--- src/rtl/button_input_interface_pkg.sv ---
// Shared constants for the button input peripheral: register offsets and bus width.
package button_input_interface_pkg;

    localparam int BUS_W = 16;

    typedef enum logic [1:0] {
        REG_LEVEL = 2'd0,
        REG_EVENT = 2'd1,
        REG_MASK  = 2'd2,
        REG_RSVD  = 2'd3
    } reg_sel_e;

endpackage

--- src/rtl/button_input_interface_if.sv ---
// CPU-side register bus of the button peripheral (decoder-qualified strobes).
interface button_input_interface_if;
    import button_input_interface_pkg::*;

    logic [1:0]       sel;
    logic             rd_en;
    logic             wr_en;
    logic [BUS_W-1:0] wr_data;
    logic [BUS_W-1:0] rd_data;

    modport master (output sel, output rd_en, output wr_en, output wr_data, input rd_data);
    modport slave  (input sel, input rd_en, input wr_en, input wr_data, output rd_data);

endinterface

--- src/rtl/button_input_interface_debounce_cell.sv ---
// One button: 2-flop synchroniser, stability counter, debounced level and press pulse.
module debounce_cell #(
    parameter int DEBOUNCE_CYCLES = 16
) (
    input  logic clk,
    input  logic reset,
    input  logic pin,
    output logic level,
    output logic rise
);

    localparam int CNT_W = (DEBOUNCE_CYCLES > 1) ? $clog2(DEBOUNCE_CYCLES) : 1;
    localparam logic [CNT_W-1:0] CNT_LAST = CNT_W'(DEBOUNCE_CYCLES - 1);

    logic             sync_1;
    logic             sync_2;
    logic             stable;
    logic [CNT_W-1:0] cnt;
    logic             accept;

    // The counter has seen the synced value differ for DEBOUNCE_CYCLES cycles in a row.
    assign accept = (sync_2 != stable) && (cnt == CNT_LAST);

    // Bring the asynchronous pin into the clk domain.
    // NOTE: sequential state uses <= so every flop samples pre-edge values, which is what makes the two stages a real chain.
    always_ff @(posedge clk or posedge reset) begin
        if (reset) begin
            sync_1 <= 1'b0;
            sync_2 <= 1'b0;
        end else begin
            sync_1 <= pin;
            sync_2 <= sync_1;
        end
    end

    // Count consecutive disagreeing cycles; accept the new level once the run is long enough.
    always_ff @(posedge clk or posedge reset) begin
        if (reset) begin
            cnt    <= '0;
            stable <= 1'b0;
        end else if (sync_2 == stable) begin
            cnt <= '0;
        end else if (accept) begin
            stable <= sync_2;
            cnt    <= '0;
        end else begin
            cnt <= cnt + CNT_W'(1);
        end
    end

    assign level = stable;
    // High during the cycle whose rising edge moves stable from 0 to 1.
    assign rise  = accept && sync_2;

endmodule

--- src/rtl/button_input_interface.sv ---
// Memory-mapped button peripheral: debounced levels, latched press events, mask and IRQ.
module button_input_interface
    import button_input_interface_pkg::*;
#(
    parameter int N_BTN           = 4,
    parameter int DEBOUNCE_CYCLES = 16
) (
    input  logic                     clk,
    input  logic                     reset,
    input  logic [N_BTN-1:0]         btn_in,
    button_input_interface_if.slave  bus,
    output logic                     irq_n
);

    logic [N_BTN-1:0] level;
    logic [N_BTN-1:0] rise;
    logic [N_BTN-1:0] pending;
    logic [N_BTN-1:0] mask;
    logic [N_BTN-1:0] ev_clr;

    for (genvar i = 0; i < N_BTN; i++) begin : g_btn
        debounce_cell #(
            .DEBOUNCE_CYCLES (DEBOUNCE_CYCLES)
        ) u_cell (
            .clk   (clk),
            .reset (reset),
            .pin   (btn_in[i]),
            .level (level[i]),
            .rise  (rise[i])
        );
    end

    // Event bits cleared this cycle: a read of EVENT clears all, a write clears the 1 bits.
    // NOTE: every always_comb output gets a default first so no path can leave it holding a value (no latch).
    always_comb begin
        ev_clr = '0;
        if (bus.sel == REG_EVENT) begin
            if (bus.rd_en) begin
                ev_clr = '1;
            end else if (bus.wr_en) begin
                ev_clr = bus.wr_data[N_BTN-1:0];
            end
        end
    end

    // Latch press events; a new press on the clearing edge survives the clear.
    always_ff @(posedge clk or posedge reset) begin
        if (reset) begin
            pending <= '0;
        end else begin
            pending <= (pending & ~ev_clr) | rise;
        end
    end

    // Interrupt mask, loaded by a write to the MASK offset.
    always_ff @(posedge clk or posedge reset) begin
        if (reset) begin
            mask <= '0;
        end else if (bus.wr_en && (bus.sel == REG_MASK)) begin
            mask <= bus.wr_data[N_BTN-1:0];
        end
    end

    // Registered active-low request: lags the event/mask registers by one cycle.
    always_ff @(posedge clk or posedge reset) begin
        if (reset) begin
            irq_n <= 1'b1;
        end else begin
            irq_n <= ~|(pending & mask);
        end
    end

    // Read mux; returns pre-edge register contents, zero when not selected.
    always_comb begin
        bus.rd_data = '0;
        if (bus.rd_en) begin
            case (reg_sel_e'(bus.sel))
                REG_LEVEL: bus.rd_data = BUS_W'(level);
                REG_EVENT: bus.rd_data = BUS_W'(pending);
                REG_MASK:  bus.rd_data = BUS_W'(mask);
                default:   bus.rd_data = '0;
            endcase
        end
    end

endmodule
--- src/flat_wrapper.sv ---
// flat-port wrapper written by rule: the top's interface ports become plain ports
module button_input_interface_flat import button_input_interface_pkg::*;
#(
    parameter int N_BTN           = 4,
    parameter int DEBOUNCE_CYCLES = 16
)
  (clk, reset, btn_in, irq_n, bus_sel, bus_rd_en, bus_wr_en, bus_wr_data, bus_rd_data);
  button_input_interface_if bus_i ();
  input  logic clk;
  input  logic reset;
  input  logic [N_BTN-1:0] btn_in;
  output logic irq_n;
  input wire logic [$bits(bus_i.sel)-1:0] bus_sel;
  input wire logic [$bits(bus_i.rd_en)-1:0] bus_rd_en;
  input wire logic [$bits(bus_i.wr_en)-1:0] bus_wr_en;
  input wire logic [$bits(bus_i.wr_data)-1:0] bus_wr_data;
  output wire logic [$bits(bus_i.rd_data)-1:0] bus_rd_data;
  assign bus_i.sel = bus_sel;
  assign bus_i.rd_en = bus_rd_en;
  assign bus_i.wr_en = bus_wr_en;
  assign bus_i.wr_data = bus_wr_data;
  assign bus_rd_data = bus_i.rd_data;
  button_input_interface #(.N_BTN(N_BTN), .DEBOUNCE_CYCLES(DEBOUNCE_CYCLES)) u_core (.clk(clk), .reset(reset), .btn_in(btn_in), .bus(bus_i), .irq_n(irq_n));
endmodule
--- config.mk ---
export PLATFORM = sky130hd
export DESIGN_NAME = button_input_interface_flat
export DESIGN_NICKNAME = d
export VERILOG_FILES = /design/src/rtl/button_input_interface_pkg.sv /design/src/rtl/button_input_interface_if.sv /design/src/rtl/button_input_interface_debounce_cell.sv /design/src/rtl/button_input_interface.sv /design/src/flat_wrapper.sv
export SDC_FILE = /design/constraint.sdc
export NUM_CORES = 1
export LEC_CHECK = 0
export CORE_UTILIZATION = 25
export DETAILED_ROUTE_END_ITERATION = 10
export PLACE_DENSITY = 0.5
export SLEW_MARGIN = 0
export SYNTH_ARGS = -nofsm -noshare
export SYNTH_HDL_FRONTEND = slang
export SYNTH_HIERARCHICAL = 1
export SYNTH_SLANG_ARGS = --single-unit
--- constraint.sdc ---
create_clock -name clk -period 1.3 [get_ports clk]
set_input_delay 0.39 -clock clk [delete_from_list [all_inputs] [get_ports clk]]
set_output_delay 0.39 -clock clk [all_outputs]
set_load 0.02 [all_outputs]
==> metrics.md, run 1 <==
| Metric | Value |
|---|---|
| Largest family of logic cells by synthesized area | `simple AND/OR/NAND/NOR gates` |
| Per-cell routed wire length | `10.7 um` |
| Maximum vdd drop | `0.325 mV` |
| Number of I/O port buffers | `18` |
| Vias per cell | `3.95` |
| HP Class | `register to register` |
| Share of layout cells above drive strength 1 | `30.2%` |
| Initial antenna violation count | `0` |
| Largest area contributor in the netlist | `dfrtp_1` |
| Number of core rows | `30` |
| XOR/XNOR Fraction of Synth Area | `4.00%` |
| Number of global-route vias before repair | `1107` |
| Clock group share of total power | `31.5%` |
| Fraction of synthesized area in multiplexers | `9.14%` |
| Worst hold stages | `0` |
| CTS tree | `yes` |
| Setup WS post-layout | `-0.246 ns` |
| Cells after Synth | `141` |
| Top post-synthesis cells by area | `dfrtp_1 51%, mux2_4 6.9%, buf_4 5.6%` |
| Mapped Avg Cell Area | `12.4 um2` |
| Switch share | `24.7%` |
| Logic pwr share | `15.3%` |
| Die X | `85.7 um` |
| Max Cap Viol | `0` |
| CTS clk-pin slew, worst paths | `0.07 ns` |
| Die area | `7350 um2` |
| Vias | `1125` |
| Status | `finished with violations` |
| Max incr delay on CP | `0.38 ns` |
| R2r worst-path depth | `4` |
| Largest net degree at the start of global routing | `12` |
| R2R Path End | `u_core/irq_n` |
| Hold slack | `0.349 ns` |
| R2R setup slack | `0.11 ns` |
| CTS Buffer Depth | `2` |
| N_diodes | `0` |
| Flop pwr share | `53.2%` |
| Failing checks | `setup timing` |
| H-tree depth | `2` |
| F_max | `647 MHz` |
| Register area share after synthesis | `52.9%` |
| Pre-Repair DR Iteration Count | `4` |
| Placed cells | `272` |
| Dominant synthesized flop cell | `dfrtp_1` |
| Post-DP HPWL | `2.26 mm` |
| NumNets Final | `218` |
| Register bit total from synthesis | `37` |
| Final wirelength | `3.04 mm` |
| Final setup violation count | `5` |
| Total GRT Usage | `9.40%` |
| Slowest cell on crit path | `dfrtp_1` |
| Worst hold endpoint | `u_core/g_btn[0].u_cell/sync_2` |
| Top cell type's share of synthesized area | `51.4%` |
| Fin. Hold Viols | `0` |
| DRC violation total after the first TritonRoute iteration | `55` |
| Yosys warning count | `6` |
| Total CTS buffers | `5` |
| DRC viols | `0` |
| Top-count cell post-synth | `dfrtp_1` |
| Fin crit share | `119%` |
| Synth unique cells | `25` |
| Net switching power | `0.586 mW` |
| Post-Synth Adder-Cell Area | `2.86%` |
| Syn-to-layout area delta | `29.6%` |
| Finished Layout Cells | `285` |
| Pins Over Slew Limit | `0` |
| Reg-to-Reg Start | `u_core/mask[1]` |
| Synth Area in Compound Gates | `9.56%` |
| Core area | `6790 um2` |
| Final Critical Period | `1.55 ns` |
| Top cells by count, synth | `36 x dfrtp_1, 13 x buf_4` |
| Post-synth ARST share | `100%` |
| I/O pins | `43` |
| Simple-Gate Fraction of Synth Area | `14.1%` |
| Worst Setup Path Type | `register to output pin` |
| Root buf cell | `clkbuf_8` |
| Die Y | `85.7 um` |
| HP Start | `u_core/g_btn[0].u_cell/sync_1` |
| Initial Utilization | `25.8%` |
| CP Data Required Time | `0.91 ns` |
| Arr. time, crit path | `1.16 ns` |
| Kind of start point of the critical path | `register` |
| GPL Wtd Cong | `0.711` |
| Syn Std Cell Area | `1750 um2` |
| Clock Latency Late Sink | `0.28 ns` |
| Worst Skew | `0.00445 ns` |
| Number of synthesized flops with an enable pin | `0` |
| Crit Path Max Fanout | `2` |
| RSZ-0062 raised after global routing | `true` |
| Cell-internal power | `1.79 mW` |
| P_leak | `1.11 nW` |
| Global-route wire length before repair | `5.18 mm` |
| Post-DRT Antenna Nets | `0` |
| GR Overflow Total | `0` |
| Core Util, Final | `33.4%` |
| Sink Count | `37` |
| Power Density | `1050 nW/um2` |
| Crit-path cells | `mux2i_1 -> o21ai_1 -> and2_4 -> buf_6` |
| CP Capture Type | `output pin` |
## power by group through the flow
stage               Combinational [mW]  Clock [mW]  Sequential, mW
floorplan                        0.232           0            1.28
global placement                 0.345           0            1.28
detailed placement               0.344           0            1.29
CTS                              0.361       0.792            1.27
global route                     0.399       0.833            1.27
finish                           0.363       0.748            1.27
## worst max path at each step
| stage | startpoint | to | slack [ns] | cells past startpoint |
|---|---|---|---|---|
| final | u_core/mask[0] | bus_rd_data[0] | -0.25 | 4 |
| after global routing | u_core/mask[0] | bus_rd_data[0] | -0.30 | 4 |
| after CTS | u_core/mask[1] | bus_rd_data[1] | -0.26 | 4 |
| after detailed placement | bus_sel[0] | bus_rd_data[0] | -1.07 | 5 |
| after global placement | bus_sel[1] | bus_rd_data[0] | -1.11 | 6 |
| after floorplan | bus_sel[1] | bus_rd_data[0] | 0.008 | 4 |
## through the flow
step           total power [mW]  TNS [ns]  instance area (um2)  worst slack (ns)
3_3_place_gp               1.63     -8.09                 2150             -1.11
5_1_grt                    2.51     -1.22                 2270            -0.303
3_5_place_dp               1.63     -8.05                 2150             -1.07
2_1_floorplan              1.51         0                 1810           0.00821
4_1_cts                    2.42     -1.00                 2260            -0.259
6_report                   2.38    -0.899                 2270            -0.246
## routing by layer
| metal | routed length, um | global-route usage, % | vias up | part of all wire [%] |
|---|---|---|---|---|
| met5 | 0 | 0 | - | 0 |
| met2 | 1320 | 14.0 | 29 | 43 |
| met4 | 70 | 5.00 | 0 | 2.3 |
| met1 | 1500 | 12.2 | 526 | 49 |
| li1 | - | - | 564 | - |
| met3 | 158 | 2.98 | 6 | 5.2 |
## placed cells by master, fill, tap and decap left out, types with 2 or more instances in the layout
cell type,Yosys,layout
nand3_2,4,4
a311oi_1,4,4
ha_1,4,4
nand3b_1,4,4
nand2b_1,5,5
o21ai_1,0,4
mux2i_1,4,4
xnor2_1,8,8
a21oi_1,4,4
buf_4,13,23
o21ai_0,8,4
a21o_1,4,4
clkbuf_8,0,5
inv_1,5,5
nor3b_1,8,8
clkinv_2,0,2
buf_6,1,7
dfrtp_1,36,36
buf_2,0,2
mux2_4,8,8
nor2_1,4,4
clkdlybuf4s50_1,0,9
nor2b_1,4,4
and2_4,0,4
conb_1,1,12
a31oi_1,4,4
## critical path, delay by kind of cell (launching register included)
kind	cells	cell delay (ns)
flops	1	0.38
mux	1	0.14
simple gates	1	0.14
buf+inv	1	0.12
compound gates	1	0.09
## state kept, by name, summed over array words and instances, names as in the netlist
| name | count |
|---|---|
| u_core/g_btn.u_cell/cnt | 16 |
| u_core/g_btn.u_cell/level | 4 |
| u_core/g_btn.u_cell/sync_1 | 4 |
| u_core/g_btn.u_cell/sync_2 | 4 |
| u_core/mask | 4 |
| u_core/pending | 4 |
| u_core/irq_n | 1 |
## cells by family (layout without fill, tap and decap cells)
logic type / Yosys count / count (layout)
flops: 37 / 37
buf+inv: 19 / 56
xor+xnor: 8 / 8
compound gates: 26 / 26
mux: 12 / 12
other cells: 1 / 12
fa+ha+maj: 4 / 4
simple gates: 34 / 34
## cell type report
cell class	instances	area, um2
clock buffer	6	72.6
clock inverter	2	10.0
fill	688	4520
inverter	5	18.8
multi-input combinational	96	749
sequential	37	927
tap	96	120
timing repair buffer	43	373
## what timing repair did
action	in CTS	in global routing
pin swaps	1	0
setup buffers	2	2
setup endpoints to repair	13	7
hold buffers	0	0
resized for setup	40	3
cloned	1	0
Power figures use the tool's default switching activity.
==> run 2: changes to the inputs <==
- CTS_CLUSTER_DIAMETER: default -> 150
- SYNTH_HIERARCHICAL: 1 -> default
==> metrics.md, run 2 <==
| Metric | Value |
|---|---|
| Total CTS buffers | `5 (unchanged)` |
| Pins Over Slew Limit | `0 (unchanged)` |
| Post-synth ARST share | `100% (unchanged)` |
| Clock group share of total power | `32.0% (+0.5 points)` |
| Multi-input logic area | `752 um2 (+0.33%)` |
| Total power | `2.44 mW (+2.6%)` |
| Largest register FFs | `16 (unchanged)` |
| Commonest non-fill, non-tap cells in the layout | `36 x dfrtp_1, 27 x buf_4, 12 x conb_1` |
| CP Capture Type | `output pin` |
| P_leak | `1.07 nW (-2.9%)` |
| End of the critical path | `bus_rd_data[2]` |
| Fin. Hold Viols | `0 (unchanged)` |
| Worst Setup Path Type | `register to output pin` |
| WP buf/inv | `1 (unchanged)` |
| Max Cap Viol | `0 (unchanged)` |
| R2r worst-path depth | `5 (+1)` |
| Number of I/O port buffers | `18 (unchanged)` |
| Status | `finished with violations` |
| Die area | `7170 um2 (-2.4%)` |
| CTS Buffer Depth | `2 (unchanged)` |
| Core Util, Final | `35.6% (+2.2 points)` |
| Root buf cell | `clkbuf_8` |
| Pre-Repair DR Iteration Count | `6 (+2)` |
| Arr. time, crit path | `1.22 ns (+0.06 ns)` |
| Flop pwr share | `52.1% (-1.1 points)` |
| Largest area contributor in the netlist | `dfrtp_1` |
| Synth unique cells | `35 (+40%)` |
| Yosys warning count | `0 (-6)` |
| Final Critical Period | `1.61 ns (+0.0693 ns)` |
| Post-DP HPWL | `2.32 mm (+2.4%)` |
| Number of synthesized flops with an enable pin | `0 (unchanged)` |
| NumNets Final | `225 (+3.2%)` |
| Fin crit share | `124% (+5.3 points)` |
| Number of core rows | `29 (-3.3%)` |
| Crit-path cells | `mux2i_1 -> or2_1 -> a21boi_4 -> buf_6` |
| GPL Wtd Cong | `0.765 (+7.6%)` |
| Clock Latency Late Sink | `0.29 ns (about the same)` |
| H-tree depth | `2 (unchanged)` |
| Die Y | `84.7 um (-1.2%)` |
| Worst path top cell family by delay | `flip-flops` |
| CP Data Required Time | `0.91 ns (about the same)` |
| Worst Setup SP | `u_core.mask[2]` |
| R2R setup slack | `0.07 ns (-0.04 ns)` |
| Kind of start point of the critical path | `register` |
| Cells after Synth | `142 (+0.71%)` |
| Maximum vdd drop | `0.459 mV (+41%)` |
| Core area | `6460 um2 (-4.9%)` |
| CTS tree | `yes` |
| Die X | `84.7 um (-1.2%)` |
| Total GRT Usage | `10.0% (+0.63 points)` |
| Register area share after synthesis | `54.2% (+1.4 points)` |
| Post-DRT Antenna Nets | `0 (unchanged)` |
| Switch share | `25.9% (+1.3 points)` |
| DRC violation total after the first TritonRoute iteration | `69 (+25%)` |
| Fill count | `664 (-3.5%)` |
| Worst Skew | `0.00351 ns (-0.000937 ns)` |
| Final wirelength | `3.28 mm (+7.9%)` |
| Crit Path Max Fanout | `2 (unchanged)` |
| Cell-internal power | `1.81 mW (+0.85%)` |
| Setup WS post-layout | `-0.315 ns (-0.0693 ns)` |
| Vias | `1180 (+4.9%)` |
| Mapped Avg Cell Area | `12.0 um2 (-3.2%)` |
| Levels on crit path | `4 (unchanged)` |
| Global-route wire length before repair | `5.55 mm (+7.3%)` |
| Share of layout cells above drive strength 1 | `32.1% (+2.0 points)` |
| Final setup violation count | `5 (unchanged)` |
| Largest net degree at the start of global routing | `38 (+26)` |
| Per-cell routed wire length | `12.0 um (+13%)` |
| R2R Path End | `u_core.g_btn[1].u_cell.cnt[2]` |
| HP Class | `register to register` |
| Top post-synthesis cells by area | `dfrtp_1 53%, buf_4 5.3%, xnor2_1 4.1%` |
| Vias per cell | `4.32 (+9.5%)` |
| Syn Std Cell Area | `1710 um2 (-2.5%)` |
| Register bit total from synthesis | `37 (unchanged)` |
| Power Density | `1060 nW/um2 (+1.3%)` |
| FF/Latch Area | `927 um2 (unchanged)` |
| Failing checks | `setup timing` |
| F_max | `619 MHz (-4.3%)` |
| DRC viols | `0 (unchanged)` |
| I/O pins | `43 (unchanged)` |
| Syn-to-layout area delta | `34.6%` |
| Top-count cell post-synth | `dfrtp_1` |
| N_diodes | `0 (unchanged)` |
| Initial Utilization | `26.5% (+0.66 points)` |
| Initial antenna violation count | `0 (unchanged)` |
| CTS clk-pin slew, worst paths | `0.07 ns (about the same)` |
| Setup TNS | `-1.11 ns (-0.208 ns)` |
| RSZ-0062 raised after global routing | `true` |
| GR Overflow Total | `0 (unchanged)` |
| Reg-to-Reg Start | `u_core.g_btn[1].u_cell.level` |
| Max incr delay on CP | `0.36 ns (-0.02 ns)` |
| Commonest non-fill, non-tap cell in the layout | `dfrtp_1` |
| Net switching power | `0.632 mW (+7.8%)` |
| Number of global-route vias before repair | `1164 (+5.1%)` |
| Slowest cell on crit path | `dfrtp_1` |
| Top cell type's share of synthesized area | `52.7% (+1.3 points)` |
| Dominant synthesized flop cell | `dfrtp_1` |
| Sink Count | `37 (unchanged)` |
| Logic pwr share | `15.9% (+0.6 points)` |
| Top cells by count, synth | `36 x dfrtp_1, 12 x buf_4, 10 x a21oi_1, 8 x o21ai_1, 8 x xnor2_1` |
| Top reg by flops | `u_core.g_btn.u_cell.cnt` |
==> run 2: cell types whose count changed after synthesis, moves of 3 or more <==
cell	before	now
a31oi_1	4	1
nor3b_1	8	1
mux2_4	8	4
nand3_1	0	4
nand4b_1	0	3
nand3_2	4	0
a21oi_1	4	10
mux2_2	0	3
o21ai_1	0	8
o21ai_0	8	3
a21o_1	4	1
nand3b_1	4	0
==> run 2: power by group through the flow <==
stage	clock network, mW	logic [mW]	registers, mW
2_1_floorplan	0	0.232	1.28
3_3_place_gp	0	0.358	1.29
3_5_place_dp	0	0.359	1.29
4_1_cts	0.815	0.371	1.27
5_1_grt	0.872	0.429	1.28
6_report	0.781	0.387	1.27
==> run 2: cell families (layout without fill, tap and decap cells) <==
family          count (synthesis)  after routing  synth area share [%]
compound gates                 33             33                  11.9
xor+xnor                        8              8                  4.10
fa+ha+maj                       4              4                  2.93
buf+inv                        17             60                  6.81
flops                          37             37                  54.2
mux                            12             12                  8.49
other cells                     1             12                 0.219
simple gates                   30             30                  11.3
==> run 2: repair_timing <==
item                                    CTS  global route
gates resized for setup                  45             3
pin swaps                                 2             1
hold buffers                              0             0
setup buffers                             5             4
endpoints found under the setup margin   13             7
==> run 2: worst min path at each step <==
stage / from / to / slack, ns / cells past startpoint
2_1_floorplan: u_core.g_btn[0].u_cell.sync_1 / u_core.g_btn[0].u_cell.sync_2 / 0.33 / 0
3_3_place_gp: u_core.g_btn[0].u_cell.sync_1 / u_core.g_btn[0].u_cell.sync_2 / 0.33 / 0
3_5_place_dp: u_core.g_btn[0].u_cell.sync_1 / u_core.g_btn[0].u_cell.sync_2 / 0.34 / 0
4_1_cts: u_core.g_btn[3].u_cell.sync_1 / u_core.g_btn[3].u_cell.sync_2 / 0.35 / 0
5_1_grt: u_core.g_btn[3].u_cell.sync_1 / u_core.g_btn[3].u_cell.sync_2 / 0.35 / 0
6_report: u_core.g_btn[3].u_cell.sync_1 / u_core.g_btn[3].u_cell.sync_2 / 0.35 / 0
==> run 2: cell type report <==
type	count	share of cell area, %
repair buffers	48	18.6
flip-flops and latches	37	40.3
clock inverters	2	0.435
multi-input cells	99	32.7
inverters	4	0.653
well taps	77	4.19
clock buffers	6	3.16
==> run 2: routing by layer <==
layer  vias to the layer above  track usage [%]  routed length (um)  part of all wire, %
met5                         -                0                   0                    0
met4                         0             3.70                  34                  1.0
met3                         4             3.15                 104                  3.2
met2                        20             14.4                1480                   45
met1                       579             14.1                1660                   51
li1                        577                -                   -                    -
==> run 2: stage by stage <==
step	instance area, um2	hold slack, ns	instances	setup WS [ns]
2_1_floorplan	1780	0.331	153	-0.121
3_3_place_gp	2120	0.334	256	-1.23
3_5_place_dp	2120	0.336	256	-1.23
4_1_cts	2250	0.351	269	-0.328
5_1_grt	2300	0.353	273	-0.377
6_report	2300	0.348	273	-0.315
==> run 3: changes to the inputs <==
- CAP_MARGIN: default -> 40
==> results of run 3 <==
Same layout as run 2: the final DEF is identical, and so are final timing and power.
